File: src/rtl/red_zone_tracker_pkg.sv
// red_track_pkg: shared constants and types for the red-pixel zone tracker.
//   H_ACT/V_ACT     default active frame size
//   ZONE_W/ZONE_H   zone size for a 4x4 grid
//   N_ZONES         number of zones
//   zone_acc_t      per-zone working set (bounding box + saturating count)
//   mid10()         box-centre helper (11-bit sum, >>1, 10-bit result)
package red_track_pkg;

    localparam int unsigned H_ACT   = 640;
    localparam int unsigned V_ACT   = 480;
    localparam int unsigned ZONE_W  = H_ACT / 4;
    localparam int unsigned ZONE_H  = V_ACT / 4;
    localparam int unsigned N_ZONES = 16;

    localparam logic [9:0]  IDLE_MIN = 10'h3FF;
    localparam logic [9:0]  IDLE_MAX = 10'h000;
    localparam logic [14:0] CNT_MAX  = '1;

    typedef struct packed {
        logic [9:0]  xmin;
        logic [9:0]  xmax;
        logic [9:0]  ymin;
        logic [9:0]  ymax;
        logic [14:0] cnt;
    } zone_acc_t;

    localparam zone_acc_t ZONE_IDLE = '{
        xmin: IDLE_MIN,
        xmax: IDLE_MAX,
        ymin: IDLE_MIN,
        ymax: IDLE_MAX,
        cnt:  15'd0
    };

    function automatic logic [9:0] mid10(input logic [9:0] a, input logic [9:0] b);
        logic [10:0] s;
        s = {1'b0, a} + {1'b0, b};
        return s[10:1];
    endfunction

endpackage

File: src/rtl/red_zone_tracker_if.sv
// red_zone_tracker_if: pixel stream in, published per-zone target data out.
//   pix_valid/x_pixel/y_pixel/is_red   classifier sample stream
//   aim_x_all/aim_y_all                per-zone box centre
//   aim_detected_all                   per-zone detected flag
//   box_*_all                          per-zone box corners (12 b, zero-extended)
//   frame_update                       one-cycle pulse when outputs change
// master: stream source / output consumer; slave: the tracker.
interface red_zone_tracker_if;
    import red_track_pkg::*;

    logic                          pix_valid;
    logic [9:0]                    x_pixel;
    logic [9:0]                    y_pixel;
    logic                          is_red;

    logic [N_ZONES-1:0][9:0]       aim_x_all;
    logic [N_ZONES-1:0][9:0]       aim_y_all;
    logic [N_ZONES-1:0]            aim_detected_all;
    logic [N_ZONES-1:0][11:0]      box_x_min_all;
    logic [N_ZONES-1:0][11:0]      box_x_max_all;
    logic [N_ZONES-1:0][11:0]      box_y_min_all;
    logic [N_ZONES-1:0][11:0]      box_y_max_all;
    logic                          frame_update;

    modport master (
        output pix_valid, x_pixel, y_pixel, is_red,
        input  aim_x_all, aim_y_all, aim_detected_all,
               box_x_min_all, box_x_max_all, box_y_min_all, box_y_max_all,
               frame_update
    );

    modport slave (
        input  pix_valid, x_pixel, y_pixel, is_red,
        output aim_x_all, aim_y_all, aim_detected_all,
               box_x_min_all, box_x_max_all, box_y_min_all, box_y_max_all,
               frame_update
    );

endinterface

File: src/rtl/red_zone_tracker_zone_index.sv
// zone_index: combinational pixel-to-zone mapping for a 4x4 grid.
//   x_i, y_i   pixel coordinates
//   valid_o    coordinate lies inside the active area
//   k_o        zone index row*4+col (0 = top-left, 15 = bottom-right)
// Column/row come from threshold compares, no division.
module zone_index #(
    parameter int unsigned H_ACT = 640,
    parameter int unsigned V_ACT = 480
) (
    input  logic [9:0] x_i,
    input  logic [9:0] y_i,
    output logic       valid_o,
    output logic [3:0] k_o
);
    import red_track_pkg::*;

    localparam int unsigned ZW = H_ACT / 4;
    localparam int unsigned ZH = V_ACT / 4;

    logic [1:0] col;
    logic [1:0] row;

    always_comb begin
        col = 2'd0;
        if (32'(x_i) >= 3 * ZW)      col = 2'd3;
        else if (32'(x_i) >= 2 * ZW) col = 2'd2;
        else if (32'(x_i) >= ZW)     col = 2'd1;

        row = 2'd0;
        if (32'(y_i) >= 3 * ZH)      row = 2'd3;
        else if (32'(y_i) >= 2 * ZH) row = 2'd2;
        else if (32'(y_i) >= ZH)     row = 2'd1;

        valid_o = (32'(x_i) < H_ACT) && (32'(y_i) < V_ACT);
        k_o     = {row, col};
    end

endmodule

File: src/rtl/red_zone_tracker.sv
// red_zone_tracker: accumulates a bounding box and count of red pixels per
// zone (4x4 grid) over a frame, and publishes box, aim point and detected flag
// for all zones atomically after the last active pixel.
//   clk       pixel clock
//   reset_n   asynchronous active-low reset
//   bus       red_zone_tracker_if.slave (sample stream in, zone data out)
// Pipeline: stage 1 registers sample + zone index, stage 2 does a single-zone
// read-modify-write, and one cycle later the publish/clear happens.
module red_zone_tracker import red_track_pkg::*; #(
    parameter int unsigned H_ACT      = 640,
    parameter int unsigned V_ACT      = 480,
    parameter int unsigned MIN_PIXELS = 64
) (
    input  logic                clk,
    input  logic                reset_n,
    red_zone_tracker_if.slave   bus
);

    // ---------------- Stage 1: filter, zone lookup, register ----------------
    logic       zi_valid;
    logic [3:0] zi_k;

    zone_index #(
        .H_ACT (H_ACT),
        .V_ACT (V_ACT)
    ) u_zone_index (
        .x_i     (bus.x_pixel),
        .y_i     (bus.y_pixel),
        .valid_o (zi_valid),
        .k_o     (zi_k)
    );

    logic       s1_valid_d, s1_last_d;
    logic       s1_valid_q, s1_red_q, s1_last_q;
    logic [9:0] s1_x_q, s1_y_q;
    logic [3:0] s1_k_q;

    always_comb begin
        s1_valid_d = bus.pix_valid && zi_valid;
        s1_last_d  = (bus.x_pixel == 10'(H_ACT - 1)) && (bus.y_pixel == 10'(V_ACT - 1));
    end

    always_ff @(posedge clk or negedge reset_n) begin
        if (!reset_n) begin
            s1_valid_q <= 1'b0;
            s1_red_q   <= 1'b0;
            s1_last_q  <= 1'b0;
            s1_x_q     <= '0;
            s1_y_q     <= '0;
            s1_k_q     <= '0;
        end else begin
            s1_valid_q <= s1_valid_d;
            s1_red_q   <= bus.is_red;
            s1_last_q  <= s1_last_d;
            s1_x_q     <= bus.x_pixel;
            s1_y_q     <= bus.y_pixel;
            s1_k_q     <= zi_k;
        end
    end

    // ---------------- Stage 2: working-set update ----------------
    zone_acc_t ws_q [N_ZONES];
    zone_acc_t upd_d;
    logic      s2_last_q;

    always_comb begin
        upd_d = ws_q[s1_k_q];
        if (s1_x_q < upd_d.xmin) upd_d.xmin = s1_x_q;
        if (s1_x_q > upd_d.xmax) upd_d.xmax = s1_x_q;
        if (s1_y_q < upd_d.ymin) upd_d.ymin = s1_y_q;
        if (s1_y_q > upd_d.ymax) upd_d.ymax = s1_y_q;
        if (upd_d.cnt != CNT_MAX) upd_d.cnt = upd_d.cnt + 15'd1;
    end

    // The clear on publish cannot collide with a pixel write because upstream
    // guarantees idle cycles after the last pixel.
    always_ff @(posedge clk or negedge reset_n) begin
        if (!reset_n) begin
            for (int unsigned k = 0; k < N_ZONES; k++) ws_q[k] <= ZONE_IDLE;
            s2_last_q <= 1'b0;
        end else begin
            s2_last_q <= s1_valid_q && s1_last_q;
            if (s2_last_q) begin
                for (int unsigned k = 0; k < N_ZONES; k++) ws_q[k] <= ZONE_IDLE;
            end else if (s1_valid_q && s1_red_q) begin
                ws_q[s1_k_q] <= upd_d;
            end
        end
    end

    // ---------------- Publish ----------------
    logic [N_ZONES-1:0]       det_d;
    logic [N_ZONES-1:0]       det_q;
    logic [N_ZONES-1:0][9:0]  bxmin_q, bxmax_q, bymin_q, bymax_q;
    logic [N_ZONES-1:0][9:0]  aimx_q, aimy_q;
    logic                     frame_update_q;

    always_comb begin
        det_d = '0;
        for (int unsigned k = 0; k < N_ZONES; k++) begin
            det_d[k] = 32'(ws_q[k].cnt) >= MIN_PIXELS;
        end
    end

    // Undetected zones keep their previous box/aim; only the flag drops.
    always_ff @(posedge clk or negedge reset_n) begin
        if (!reset_n) begin
            det_q          <= '0;
            bxmin_q        <= '0;
            bxmax_q        <= '0;
            bymin_q        <= '0;
            bymax_q        <= '0;
            aimx_q         <= '0;
            aimy_q         <= '0;
            frame_update_q <= 1'b0;
        end else begin
            frame_update_q <= s2_last_q;
            if (s2_last_q) begin
                det_q <= det_d;
                for (int unsigned k = 0; k < N_ZONES; k++) begin
                    if (det_d[k]) begin
                        bxmin_q[k] <= ws_q[k].xmin;
                        bxmax_q[k] <= ws_q[k].xmax;
                        bymin_q[k] <= ws_q[k].ymin;
                        bymax_q[k] <= ws_q[k].ymax;
                        aimx_q[k]  <= mid10(ws_q[k].xmin, ws_q[k].xmax);
                        aimy_q[k]  <= mid10(ws_q[k].ymin, ws_q[k].ymax);
                    end
                end
            end
        end
    end

    always_comb begin
        bus.aim_x_all        = aimx_q;
        bus.aim_y_all        = aimy_q;
        bus.aim_detected_all = det_q;
        bus.frame_update     = frame_update_q;
        for (int unsigned k = 0; k < N_ZONES; k++) begin
            bus.box_x_min_all[k] = {2'b00, bxmin_q[k]};
            bus.box_x_max_all[k] = {2'b00, bxmax_q[k]};
            bus.box_y_min_all[k] = {2'b00, bymin_q[k]};
            bus.box_y_max_all[k] = {2'b00, bymax_q[k]};
        end
    end

endmodule

File: src/flat_wrapper.sv
// flat-port wrapper written by rule: the top's interface ports become plain ports
module red_zone_tracker_flat import red_track_pkg::*;
#(
    parameter int unsigned H_ACT      = 640,
    parameter int unsigned V_ACT      = 480,
    parameter int unsigned MIN_PIXELS = 64
)
  (clk, reset_n, bus_pix_valid, bus_x_pixel, bus_y_pixel, bus_is_red, bus_aim_x_all, bus_aim_y_all, bus_aim_detected_all, bus_box_x_min_all, bus_box_x_max_all, bus_box_y_min_all, bus_box_y_max_all, bus_frame_update);
  red_zone_tracker_if bus_i ();
  input  logic clk;
  input  logic reset_n;
  input wire logic [$bits(bus_i.pix_valid)-1:0] bus_pix_valid;
  input wire logic [$bits(bus_i.x_pixel)-1:0] bus_x_pixel;
  input wire logic [$bits(bus_i.y_pixel)-1:0] bus_y_pixel;
  input wire logic [$bits(bus_i.is_red)-1:0] bus_is_red;
  output wire logic [$bits(bus_i.aim_x_all)-1:0] bus_aim_x_all;
  output wire logic [$bits(bus_i.aim_y_all)-1:0] bus_aim_y_all;
  output wire logic [$bits(bus_i.aim_detected_all)-1:0] bus_aim_detected_all;
  output wire logic [$bits(bus_i.box_x_min_all)-1:0] bus_box_x_min_all;
  output wire logic [$bits(bus_i.box_x_max_all)-1:0] bus_box_x_max_all;
  output wire logic [$bits(bus_i.box_y_min_all)-1:0] bus_box_y_min_all;
  output wire logic [$bits(bus_i.box_y_max_all)-1:0] bus_box_y_max_all;
  output wire logic [$bits(bus_i.frame_update)-1:0] bus_frame_update;
  assign bus_i.pix_valid = bus_pix_valid;
  assign bus_i.x_pixel = bus_x_pixel;
  assign bus_i.y_pixel = bus_y_pixel;
  assign bus_i.is_red = bus_is_red;
  assign bus_aim_x_all = bus_i.aim_x_all;
  assign bus_aim_y_all = bus_i.aim_y_all;
  assign bus_aim_detected_all = bus_i.aim_detected_all;
  assign bus_box_x_min_all = bus_i.box_x_min_all;
  assign bus_box_x_max_all = bus_i.box_x_max_all;
  assign bus_box_y_min_all = bus_i.box_y_min_all;
  assign bus_box_y_max_all = bus_i.box_y_max_all;
  assign bus_frame_update = bus_i.frame_update;
  red_zone_tracker #(.H_ACT(H_ACT), .V_ACT(V_ACT), .MIN_PIXELS(MIN_PIXELS)) u_core (.clk(clk), .reset_n(reset_n), .bus(bus_i));
endmodule
File: config.mk
export PLATFORM = sky130hd
export DESIGN_NAME = red_zone_tracker_flat
export DESIGN_NICKNAME = d
export VERILOG_FILES = /design/src/rtl/red_zone_tracker_pkg.sv /design/src/rtl/red_zone_tracker_if.sv /design/src/rtl/red_zone_tracker_zone_index.sv /design/src/rtl/red_zone_tracker.sv /design/src/flat_wrapper.sv
export SDC_FILE = /design/constraint.sdc
export NUM_CORES = 2
export LEC_CHECK = 0
export CELL_PAD_IN_SITES_DETAIL_PLACEMENT = 1
export CELL_PAD_IN_SITES_GLOBAL_PLACEMENT = 2
export CORE_ASPECT_RATIO = 1.75
export CORE_MARGIN = 5
export CORE_UTILIZATION = 37
export DETAILED_ROUTE_END_ITERATION = 16
export GPL_TIMING_DRIVEN = 1
export PLACE_DENSITY_LB_ADDON = 0.1
export SLEW_MARGIN = 10
export SYNTH_ARGS = -nofsm -noshare
export SYNTH_HDL_FRONTEND = slang
export SYNTH_SLANG_ARGS = --single-unit
File: constraint.sdc
create_clock -name clk -period 6.6 [get_ports clk]
set_input_delay 1.32 -clock clk [delete_from_list [all_inputs] [get_ports clk]]
set_output_delay 1.32 -clock clk [all_outputs]
set_load 0.02 [all_outputs]
==> metrics.cfg <==
[sta]
finalMaxSlewViolations = 0
slew_headroom = 0.1769
finClkSkew_ns = 0.05517
holdWs_ns = 0.3873
tightestPinTransition_ns = 1.234
timing.fmax_ghz = 0.1903
setup_violations = 0
period_share = 0.7964
grt_setup_unrepaired = no
setup_tns_ns = 0
period_needed_ns = 5.256
hold_violations = 0

[die]
rows = 238
start_util = 0.3711
die_w_um = 380.9
core_area_mm2 = 0.2400
die-area_mm2 = 0.2511
fp.dieH_um = 659.1
io_pins = 1129

[synthesis]
syn_avg_cell_area_um2 = 11.53
synthArstFlopShare = 1.000
syn-cell-area_mm2 = 0.08908
synth-edff-count = 0
synth_warnings = 0
ys_ff_latch = 1885
synth_area_leaders = dfrtp_1, dfstp_2, mux2_2
synth_cell_types = 66
yosys.area.top_type = dfrtp_1
synth_top_area_frac = 0.4396
syn-instance-count = 7728
synth_seq_area_share = 0.5340
ys.flop_type = dfrtp_1

[global_route]
globalRouteOverflowTotal = 0
grt_pass1_vias = 74180
grt_start_max_net_pins = 169
track_usage = 0.3408
antenna_found_initial = 49
grt_first_pass_wirelength_um = 605400

[route]
drtIter0Drc = 5510
route.met3.wl_um = 31790
wire_per_inst_um = 36.45
dr_wl_met2_um = 209500
num_vias = 70180
met1_length_um = 155500
drc = 0
drtAntennaViolNets = 0
top_layer = met5
drt_wl_total_um = 438200
avgViaCountPerCell = 5.838
dr.pass1.iters = 6

[power]
pwr-share-clk = 0.376
seq_power_share = 0.446
switching_share = 0.3283
pwr-share-comb = 0.177
power.density_mw_per_mm2 = 282.8
p_leak_nw = 49.09
ir_drop_mv = 0.1955
switchingPower_w = 0.01018
p_int_w = 0.02084

[clock_tree]
cts_tree = yes
root_buffer = clkbuf_16
hold_buffers = 0
clk_latency_ns = 0.89
post_cts.repair.setup_buffers = 0
clk_path_buf_depth = 4
path_clk_slew_ns = 0.06
numClockSinks = 1885
cts_made_buffers = 196
cts_htree_levels = 4
post_cts_resized = 0

[final_layout]
postLayoutCoreUtil = 0.4571
drive_gt1_frac = 0.2137
fin_nets = 9113
areaGrowthSynthToFinish_pct = 23.16
final_area_mm2 = 0.1097
final_cell_mix = dfrtp_1, clkdlybuf4s50_1, nand2_1, o21ai_0, mux2_2
fill_cells = 25370
layout_commonest_cell = dfrtp_1

[critical_path]
start_kind = register
crit_required_ns = 7.29
cp.arrival_ns = 5.94
worstSetupPathType = register to register
cp_max_fo = 24
end_kind = register

[placement]
gp_congestion = 0.9604
placed_area_mm2 = 0.1031
dp_hpwl_um = 339100
io_buffers = 1000

[status]
outcome = finished clean

[worst_hold_path]
min_path_type = input port to asynchronous set/reset pin

[job]
cap_violations = 0

-- layout make-up --
cell class	instances	area (um^2)	share of cell area
timing repair buffer	1250	12180	0.1110
multi-input combinational	5114	38400	0.3500
sequential	1885	47580	0.4337
inverter	283	1062	0.009683
clock buffer	297	5879	0.05359
antenna	13	32.53	0.0002965
clock inverter	60	668.1	0.006090
tap	3120	3904	0.03558
-- final timing paths --
check | startpoint | end | slack [ns] | depth (start not counted)
min in group clk | u_core.s1_last_q$_DFF_PN0_ | u_core.s2_last_q$_DFF_PN0_ | 0.48 | 1
min reg2reg | u_core.s1_last_q$_DFF_PN0_ | u_core.s2_last_q$_DFF_PN0_ | 0.48 | 1
max | u_core.s1_k_q[0]$_DFF_PN0_ | u_core.ws_q[625]$_DFFE_PN0P_ | 1.34 | 14
max in group asynchronous | reset_n | u_core.bus.aim_x_all[88]$_DFFE_PN0P_ | 4.48 | 2
max reg2reg | u_core.s1_k_q[0]$_DFF_PN0_ | u_core.ws_q[625]$_DFFE_PN0P_ | 1.34 | 14
min | reset_n | u_core.bus.aim_x_all[48]$_DFFE_PN0P_ | 0.39 | 1
-- cells by family (layout without fill, tap and decap cells) --
group | after synthesis | after routing | share of synthesized area
flops | 1885 | 1885 | 0.5340
mux | 880 | 880 | 0.1475
xor+xnor | 167 | 167 | 0.01650
simple gates | 1698 | 1698 | 0.07672
compound gates | 1882 | 1882 | 0.1242
fa+ha+maj | 359 | 359 | 0.05312
other cells | 1 | 141 | 0.00004210
buf+inv | 856 | 1890 | 0.04791
-- power groups by stage --
stage	registers, W	logic [W]	clock network, W
3_5_place_dp	0.0140	0.00541	0
5_1_grt	0.0138	0.00577	0.0123
3_3_place_gp	0.0140	0.00532	0
4_1_cts	0.0138	0.00544	0.0119
6_report	0.0138	0.00550	0.0117
2_1_floorplan	0.0129	0.00312	0
-- worst max-delay path: stages, from the launching register on --
cell and delay (ns):
dfrtp_4 0.80, buf_12 0.29, buf_4 0.29, mux4_2 0.57
mux4_2 0.53, inv_1 0.08, ha_1 0.24, a21o_1 0.18
a21o_1 0.17, a21oi_1 0.16, o211ai_1 0.10, nand2_1 0.15
buf_4 0.37, mux2i_4 0.83, o21ai_0 0.24
-- metal layers --
metal	GRT usage	vias up
met4	0.2503	30
met5	0	-
li1	-	29010
met1	0.3775	36850
met3	0.08068	1120
met2	0.5729	3169
-- stage by stage --
stage | setup slack, ns | std cells | power, W
final | 1.344 | 12020 | 0.03102
after floorplan | 1.581 | 7855 | 0.01603
after global placement | 1.401 | 11650 | 0.01932
after global routing | 1.109 | 12010 | 0.03185
after CTS | 1.386 | 12010 | 0.03112
after detailed placement | 1.388 | 11650 | 0.01942
-- cell usage after synthesis, drive strengths merged (69+ instances only) --
cell and instances:
ha 327, nand2 985, inv 283, o21ai 930, mux4 260, o31ai 97
a21oi 446, dfstp 320, nor3 150, buf 243, mux2 577, xor2 98
clkbuf 309, nor2 463, dfrtp 1565, xnor2 69
-- state kept, by name, indices dropped and copies added (netlist names) --
register	flops
u_core.s1_valid_q	1
u_core.bus.box_y_min_all	160
u_core.s1_last_q	1
u_core.s1_y_q	10
u_core.bus.frame_update	1
u_core.bus.box_y_max_all	160
u_core.bus.box_x_max_all	160
u_core.s1_red_q	1
u_core.s2_last_q	1
u_core.bus.aim_x_all	160
u_core.bus.aim_detected_all	16
u_core.bus.box_x_min_all	160
u_core.s1_x_q	10
u_core.ws_q	880
u_core.bus.aim_y_all	160
u_core.s1_k_q	4
Power figures use the tool's default switching activity.
